[config.mk]
export PLATFORM = sky130hd
export DESIGN_NAME = hazard_scoreboard
export DESIGN_NICKNAME = d
export VERILOG_FILES = /design/src/rtl/hazard_scoreboard.sv
export SDC_FILE = /design/constraint.sdc
export NUM_CORES = 1
export LEC_CHECK = 0
export BUFFER_PORTS_ARGS = -buffer_cell sky130_fd_sc_hd__buf_4
export CORE_MARGIN = 1
export CORE_UTILIZATION = 63
export DETAILED_ROUTE_END_ITERATION = 8
export HOLD_SLACK_MARGIN = 0.02
export PLACE_DENSITY = 0.86
export SLEW_MARGIN = 10
export SYNTH_ARGS = -nofsm -noshare
export SYNTH_HDL_FRONTEND = slang
export SYNTH_SLANG_ARGS = --single-unit
[constraint.sdc]
create_clock -name clk -period 6.2 [get_ports clk]
set_input_delay 1.55 -clock clk [delete_from_list [all_inputs] [get_ports clk]]
set_output_delay 1.55 -clock clk [all_outputs]
set_load 0.02 [all_outputs]
[src/rtl/hazard_scoreboard.sv]
// Issue-stage hazard scoreboard: a DEPTH-deep shift register of in-flight writers
// that decides stall and operand forwarding. Define SCOREBOARD_FWD_EN to enable forwarding.
module hazard_scoreboard #(
  parameter int DEPTH = 7
) (
  input  logic       clk,
  input  logic       reset,
  input  logic       hold,
  input  logic       issue_valid,
  input  logic [6:0] issue_rt,
  input  logic [6:0] issue_ra,
  input  logic [6:0] issue_rb,
  input  logic [6:0] issue_rc,
  input  logic       issue_we,
  input  logic       issue_use_a,
  input  logic       issue_use_b,
  input  logic       issue_use_c,
  input  logic [2:0] issue_lat,
  output logic       stall,
  output logic [2:0] fwd_sel_a,
  output logic [2:0] fwd_sel_b,
  output logic [2:0] fwd_sel_c,
  output logic       wb_valid,
  output logic [6:0] wb_rt
);

`ifdef SCOREBOARD_FWD_EN
  localparam bit FWD_EN = 1'b1;
`else
  localparam bit FWD_EN = 1'b0;
`endif

  logic       slot_valid_reg [DEPTH];
  logic [6:0] slot_rt_reg    [DEPTH];
  logic [2:0] slot_lat_reg   [DEPTH];

  logic [2:0] lat_clamped;
  logic [6:0] src_reg   [3];
  logic       src_use   [3];
  logic [2:0] src_sel   [3];
  logic       src_block [3];

  always_comb begin
    lat_clamped = issue_lat;
    if (issue_lat == 3'd0)
      lat_clamped = 3'd1;
    else if (int'(issue_lat) > DEPTH)
      lat_clamped = 3'(DEPTH);
  end

  assign src_reg[0] = issue_ra;
  assign src_reg[1] = issue_rb;
  assign src_reg[2] = issue_rc;
  assign src_use[0] = issue_use_a;
  assign src_use[1] = issue_use_b;
  assign src_use[2] = issue_use_c;

  // Each source scans from the youngest slot; the first hit decides, older hits are masked.
  generate
    for (genvar gi = 0; gi < 3; gi++) begin : g_src
      always_comb begin
        logic found;
        found         = 1'b0;
        src_sel[gi]   = 3'd0;
        src_block[gi] = 1'b0;
        for (int i = 0; i < DEPTH; i++) begin
          if (!found && src_use[gi] && slot_valid_reg[i] && slot_rt_reg[i] == src_reg[gi]) begin
            found = 1'b1;
            if (FWD_EN && (3'(i + 1) >= slot_lat_reg[i]))
              src_sel[gi] = 3'(i + 1);
            else
              src_block[gi] = 1'b1;
          end
        end
      end
    end
  endgenerate

  assign stall     = hold | (issue_valid & (src_block[0] | src_block[1] | src_block[2]));
  assign fwd_sel_a = src_sel[0];
  assign fwd_sel_b = src_sel[1];
  assign fwd_sel_c = src_sel[2];

  // A reset edge discards the writeback stage, so it is not reported in that cycle either.
  assign wb_valid  = slot_valid_reg[DEPTH-1] & ~hold & ~reset;
  assign wb_rt     = slot_rt_reg[DEPTH-1];

  generate
    for (genvar gi = 0; gi < DEPTH; gi++) begin : g_slot
      always_ff @(posedge clk) begin
        if (reset) begin
          slot_valid_reg[gi] <= 1'b0;
          slot_rt_reg[gi]    <= 7'd0;
          slot_lat_reg[gi]   <= 3'd0;
        end else if (!hold) begin
          if (gi == 0) begin
            slot_valid_reg[gi] <= issue_valid & issue_we & ~stall;
            slot_rt_reg[gi]    <= issue_rt;
            slot_lat_reg[gi]   <= lat_clamped;
          end else begin
            slot_valid_reg[gi] <= slot_valid_reg[gi-1];
            slot_rt_reg[gi]    <= slot_rt_reg[gi-1];
            slot_lat_reg[gi]   <= slot_lat_reg[gi-1];
          end
        end
      end
    end
  endgenerate

endmodule

Word-level counts from Yosys, hierarchy flattened
Memories as Yosys holds them, arrays and structs flattened.
Cells that the tools add are included.
W data, S select, Z words.
{ "totals": {"n_memories": 2, "ram_bits": 56, "out_inout_bits": 18, "regBits": 0} }
{ "memory_table": {"columns": ["name", "words", "word_bits", "rd", "rd_clocked_by_memory_dff", "wr", "line_no", "text"], "rows": [
  ["slot_rt_reg", 7, 7, 7, 0, 7, "34", "logic [6:0] slot_rt_reg [DEPTH];"],
  ["slot_valid_reg", 7, 1, 7, 0, 7, "33", "logic slot_valid_reg [DEPTH];"]
]} }
{ "op_classes": {"eq_ne": 21, "n_mux": 40, "bitwise": 25, "n_reduce_logical": 78} }
{ "op_table": {"columns": ["operator", "n"], "rows": [
  ["$eq A7 B7 Y1", 21],
  ["$logic_and A1 B1 Y1", 60],
  ["$mux W7", 7],
  ["$mux W1", 33],
  ["$logic_not A1 Y1", 18],
  ["$or A1 B1 Y1", 17],
  ["$and A1 B1 Y1", 5],
  ["$not A1 Y1", 3]
]} }

Depth between registers and ports, before layout
An unclocked memory read counts as a cell.
{ "depth": {"ltp_word": 41, "depth_mapped": 7} }

Worst setup path after synthesis
OpenSTA, ideal clock, no wires.
{ "synth_timing": {"kind": "in2out", "start": "input issue_rc[1]", "end": "output stall", "path_slack_ns": 1.716, "arrival_time_ns": 2.934, "cell_stages": 7, "cell_sequence": "buf_4 xnor2_1 nand4_1 nor2_1 nor4_2 a21oi_1 or4_1"} }
{ "synth_between": {"elab_chain_len": 36} }
{ "synth_rtl": {"columns": ["element", "line_no", "text"], "rows": [
  ["start: declaration", "13", "input logic [6:0] issue_rc,"],
  ["$eq A7 B7 Y1", "67", "if (!found && src_use[gi] && slot_valid_reg[i] && slot_rt_reg[i] == src_reg[gi]) begin"],
  ["$logic_and A1 B1 Y1", "67", null],
  ["$mux W1", "67", null],
  ["$logic_not A1 Y1", "67", null],
  ["$logic_and A1 B1 Y1 (3 in series)", "67", null],
  ["$mux W1", "67", null],
  ["$logic_not A1 Y1", "67", null],
  ["$logic_and A1 B1 Y1 (3 in series)", "67", null],
  ["(+12 left out)", null, null],
  ["$logic_and A1 B1 Y1 (3 in series)", "67", null],
  ["$mux W1", "67", null],
  ["$logic_not A1 Y1", "67", null],
  ["$logic_and A1 B1 Y1 (3 in series)", "67", null],
  ["$mux W1 *", "67", null],
  ["$or A1 B1 Y1 *", "79", "assign stall = hold | (issue_valid & (src_block[0] | src_block[1] | src_block[2]));"],
  ["$and A1 B1 Y1 *", "79", null],
  ["$or A1 B1 Y1 *", "79", null],
  ["end: declaration", "19", "output logic stall,"]
]} }
Mark *: on every way between the ends. The rest lies on a longest branch, timed or not.

Final worst setup path
{ "layout_timing": {"start": "input issue_ra[2]", "end": "output stall"} }
{ "layout_between": {"elab_chain_len": 37} }
{ "layout_rtl": {"columns": ["element", "line_no", "text"], "rows": [
  ["start: declaration", "11", "input logic [6:0] issue_ra,"],
  ["$eq A7 B7 Y1", "67", null],
  ["$logic_and A1 B1 Y1", "67", null],
  ["$mux W1", "67", null],
  ["$logic_not A1 Y1", "67", null],
  ["$logic_and A1 B1 Y1 (3 in series)", "67", null],
  ["$mux W1", "67", null],
  ["$logic_not A1 Y1", "67", null],
  ["$logic_and A1 B1 Y1 (3 in series)", "67", null],
  ["(+12 left out)", null, null],
  ["$logic_and A1 B1 Y1 (3 in series)", "67", null],
  ["$mux W1", "67", null],
  ["$logic_not A1 Y1", "67", null],
  ["$logic_and A1 B1 Y1 (3 in series)", "67", null],
  ["$mux W1 *", "67", null],
  ["$or A1 B1 Y1 * (2 in series)", "79", null],
  ["$and A1 B1 Y1 *", "79", null],
  ["$or A1 B1 Y1 *", "79", null]
]} }
Marked as above.

==> flow_summary_export.csv <==
group,metric,value,unit
layout,nets,439,
logic_synthesis,synth_area_leaders,"edfxtp_1 41%, xnor2_1 27%, and2_1 8.6%",
route,drtAntennaViolNets,0,
logic_synthesis,yosysTopAreaCellShare,41.4,%
floorplanning,ioPinCount,57,
setup_path,crit_type,"in2out",
clock_tree,cts_made_buffers,5,
power_and_ir_drop,p_per_area,206,nW/µm²
grt,grt_overflow,0,
route,drt_first_pass_iters,4,
route,drtIter0Drc,200,
timing,finalSetupTns,0,ns
placement,portBuffers,44,
logic_synthesis,syn-cell-area,4060,µm²
logic_synthesis,postSynthCellCount,375,
clock_tree,cts.htree.levels,2,
power_and_ir_drop,comb_power_share,20.7,%
grt,grt_max_degree,58,
floorplanning,start_util,67.0,%
setup_path,crit_family,"simple AND/OR/NAND/NOR gates",
timing,fin_crit_sh,77.5,%
power_and_ir_drop,intPower,657,µW
power_and_ir_drop,ir_drop,140,µV
setup_path,crit_buf_inv,2,
timing,slew_viol_final,0,
timing,max_slew_margin,53.7,%
placement,place.gp.congestion,0.965,
route,dr_total_vias,2788,
power_and_ir_drop,p_leak,1.51,nW
grt,antenna_found_initial,0,
placement,place_ws,1.44,ns
timing,max_freq,208,MHz
logic_synthesis,synth_cell_types,24,
layout,drive_above_1_share,15.0,%
setup_path,path_common_cell,"buf_4",
setup_path,slowest_delay,0.40,ns
timing,tightestPinTransition,0.695,ns
setup_path,r2r_slack,4.17,ns
route,routedWlPerCell,18.9,µm
hold_path,hp-start,"slot_valid_reg[0][3]",
route,wirelength,9020,µm
power_and_ir_drop,seqPwrFrac,53.3,%
setup_path,cp_max_fo,7,
setup_path,r2r-end,"slot_valid_reg[0][0]",
logic_synthesis,synth-seq-cells,56,
clock_tree,ctsRootBufferMaster,"clkbuf_8",
grt,grtUsageTotal,28.7,%
setup_path,cp.required,4.65,ns
clock_tree,clock_latency,0.31,ns
power_and_ir_drop,clkPwrFrac,26.0,%
floorplanning,dieHeight,82.3,µm
timing,finClkSkew,0.00605,ns
layout,largest_register_ffs,49,
route,vias_per_cell,5.86,
hold_path,hold_class,"reg2reg",
clock_tree,cts_hold_buf,0,
floorplanning,coreArea,6060,µm²
clock_tree,clockBufferDepth,2,
clock_tree,clkSlewWorstSetupHoldPaths,0.09,ns
floorplanning,dieArea,6770,µm²
run_status,outcome,"finished clean",
logic_synthesis,avgSynthCellArea,10.8,µm²
clock_tree,cts_sinks,56,
logic_synthesis,ys_warn_count,0,
setup_path,arrival,3.26,ns
layout,fin_util,72.2,%
setup_path,path_cells,"buf_4 -> xor2_1 -> nor2_1 -> nand4_1 -> o21ai_0 -> o311a_1 -> or4_1 -> buf_4",
power_and_ir_drop,power_switching,245,µW
power_and_ir_drop,finalPower,902,µW
layout,area_growth,7.77,%
floorplanning,rows,28,
timing,hold_viol_final,0,
clock_tree,cts_resized,0,
timing,fin_ws,1.39,ns
flow_run,drv_cap,0,
timing,setup_viol,0,
route,drc,0,
hold_path,whs_path_depth,1,
power_and_ir_drop,swShare,27.2,%
setup_path,rr_worst_depth,6,
hold_path,min_to,"slot_valid_reg[1][0]",
setup_path,crit-reg2reg-launch,"slot_rt_reg[0][5]",
setup_path,endpoint_kind,"output pin",
floorplanning,die_x,82.3,µm
logic_synthesis,synth_top_cell_by_area,"edfxtp_1",
placement,hpwlAfterDp,6850,µm
timing,finalCriticalPeriod,4.81,ns
setup_path,cp-start-kind,"input pin",
grt,first_global_vias,2718,
layout,nFillCells,440,
logic_synthesis,ys_seq_area_share,41.4,%
setup_path,cpMaxStageDelayCell,"or4_1",
clock_tree,post_cts_buffers,0,
clock_tree,tritoncts,"yes",
timing,rsz0062_at_grt,"no",
grt,grt_first_pass_wirelength,13800,µm
layout,n_antenna_cell,0,
## cell usage in the layout, fill, tap and decap left out
cell        netlist  final
clkinvlp_4        0      1
xor2_1           24     24
o211ai_1          1      1
nand2_1           3      3
nor4_1            4      4
buf_4            24     46
nand2b_2          0      1
conb_1            1      9
clkbuf_8          0      5
a21boi_0          1      1
nor2_1           19     18
xnor2_1         123    123
o21ai_0           2      2
nor2_2            0      1
nor3_1            2      2
or4_1             1      1
o311a_1           1      1
a2111oi_2         1      1
a21oi_1           2      2
nand3_1           1      1
clkinv_2          0      1
edfxtp_1         56     56
nor4_2            2      2
nand4_1          37     37
nand4_2           1      1
and2_1           56     56
bufinv_16         0      1
## worst register-to-register path, delay by kind of cell, from the launching register on
kind	cells	cell delay, ns
flops	1	0.50
compound gates	3	0.54
xor+xnor	1	0.18
simple gates	2	0.56
## how the worst max path moves through the flow
stage,start,endpoint,slack (ns),cells after the start
after floorplan,issue_rc[1],stall,1.72,7
after global placement,issue_ra[5],stall,1.43,8
after detailed placement,issue_ra[5],stall,1.44,8
after CTS,issue_ra[5],stall,1.44,8
after global routing,issue_ra[2],stall,1.35,8
final,issue_ra[2],stall,1.39,8
## final cells by class
cell class | instances | area, µm² | share of cell area [%]
clock buffer | 5 | 68.8 | 1.57
sequential | 56 | 1680 | 38.4
clock inverter | 3 | 42.5 | 0.973
timing repair buffer | 46 | 345 | 7.89
multi-input combinational | 291 | 2140 | 49.0
tap | 75 | 93.8 | 2.15
## power by group through the flow
stage,Combinational [mW],Sequential [mW],Clock (mW)
4_1_cts,0.186,0.481,0.241
3_5_place_dp,0.185,0.490,0
5_1_grt,0.202,0.485,0.252
3_3_place_gp,0.179,0.488,0
6_report,0.186,0.481,0.235
2_1_floorplan,0.147,0.483,0
## stage by stage
stage / std cells / cell area [µm²] / hold slack, ns
after floorplan: 383 / 4090 / 0.572
after global placement: 468 / 4260 / 0.631
after detailed placement: 468 / 4260 / 0.637
after CTS: 476 / 4370 / 0.671
after global routing: 476 / 4370 / 0.697
final: 476 / 4370 / 0.667
## logic make-up after synthesis
family / share of synthesized area, %
buffers and inverters: 6.66
and+or+nand+nor: 18.6
xor gates and xnor gates: 31.7
DFF: 41.4
AOI/OAI and AO/OA: 1.48
other: 0.0924
## per-layer routing
layer	vias to the layer above	GRT usage (%)	share of wire [%]
li1	1295	-	-
met2	116	51.3	52
met4	0	12.5	2.3
met3	19	4.40	6.6
met1	1358	34.1	39
met5	-	0	0
## Yosys cell counts, drive strengths merged
cell type,instances
nand2b,1
clkbuf,6
o311a,1
edfxtp,56
buf,30
nand3,1
nor4,6
nand4,38
conb,1
o21ai,2
nor2,19
or4,1
o211ai,1
nor3,2
xor2,24
nand2,3
and2,56
xnor2,123
a21oi,2
a21boi,1
a2111oi,1
Power figures use the tool's default switching activity.
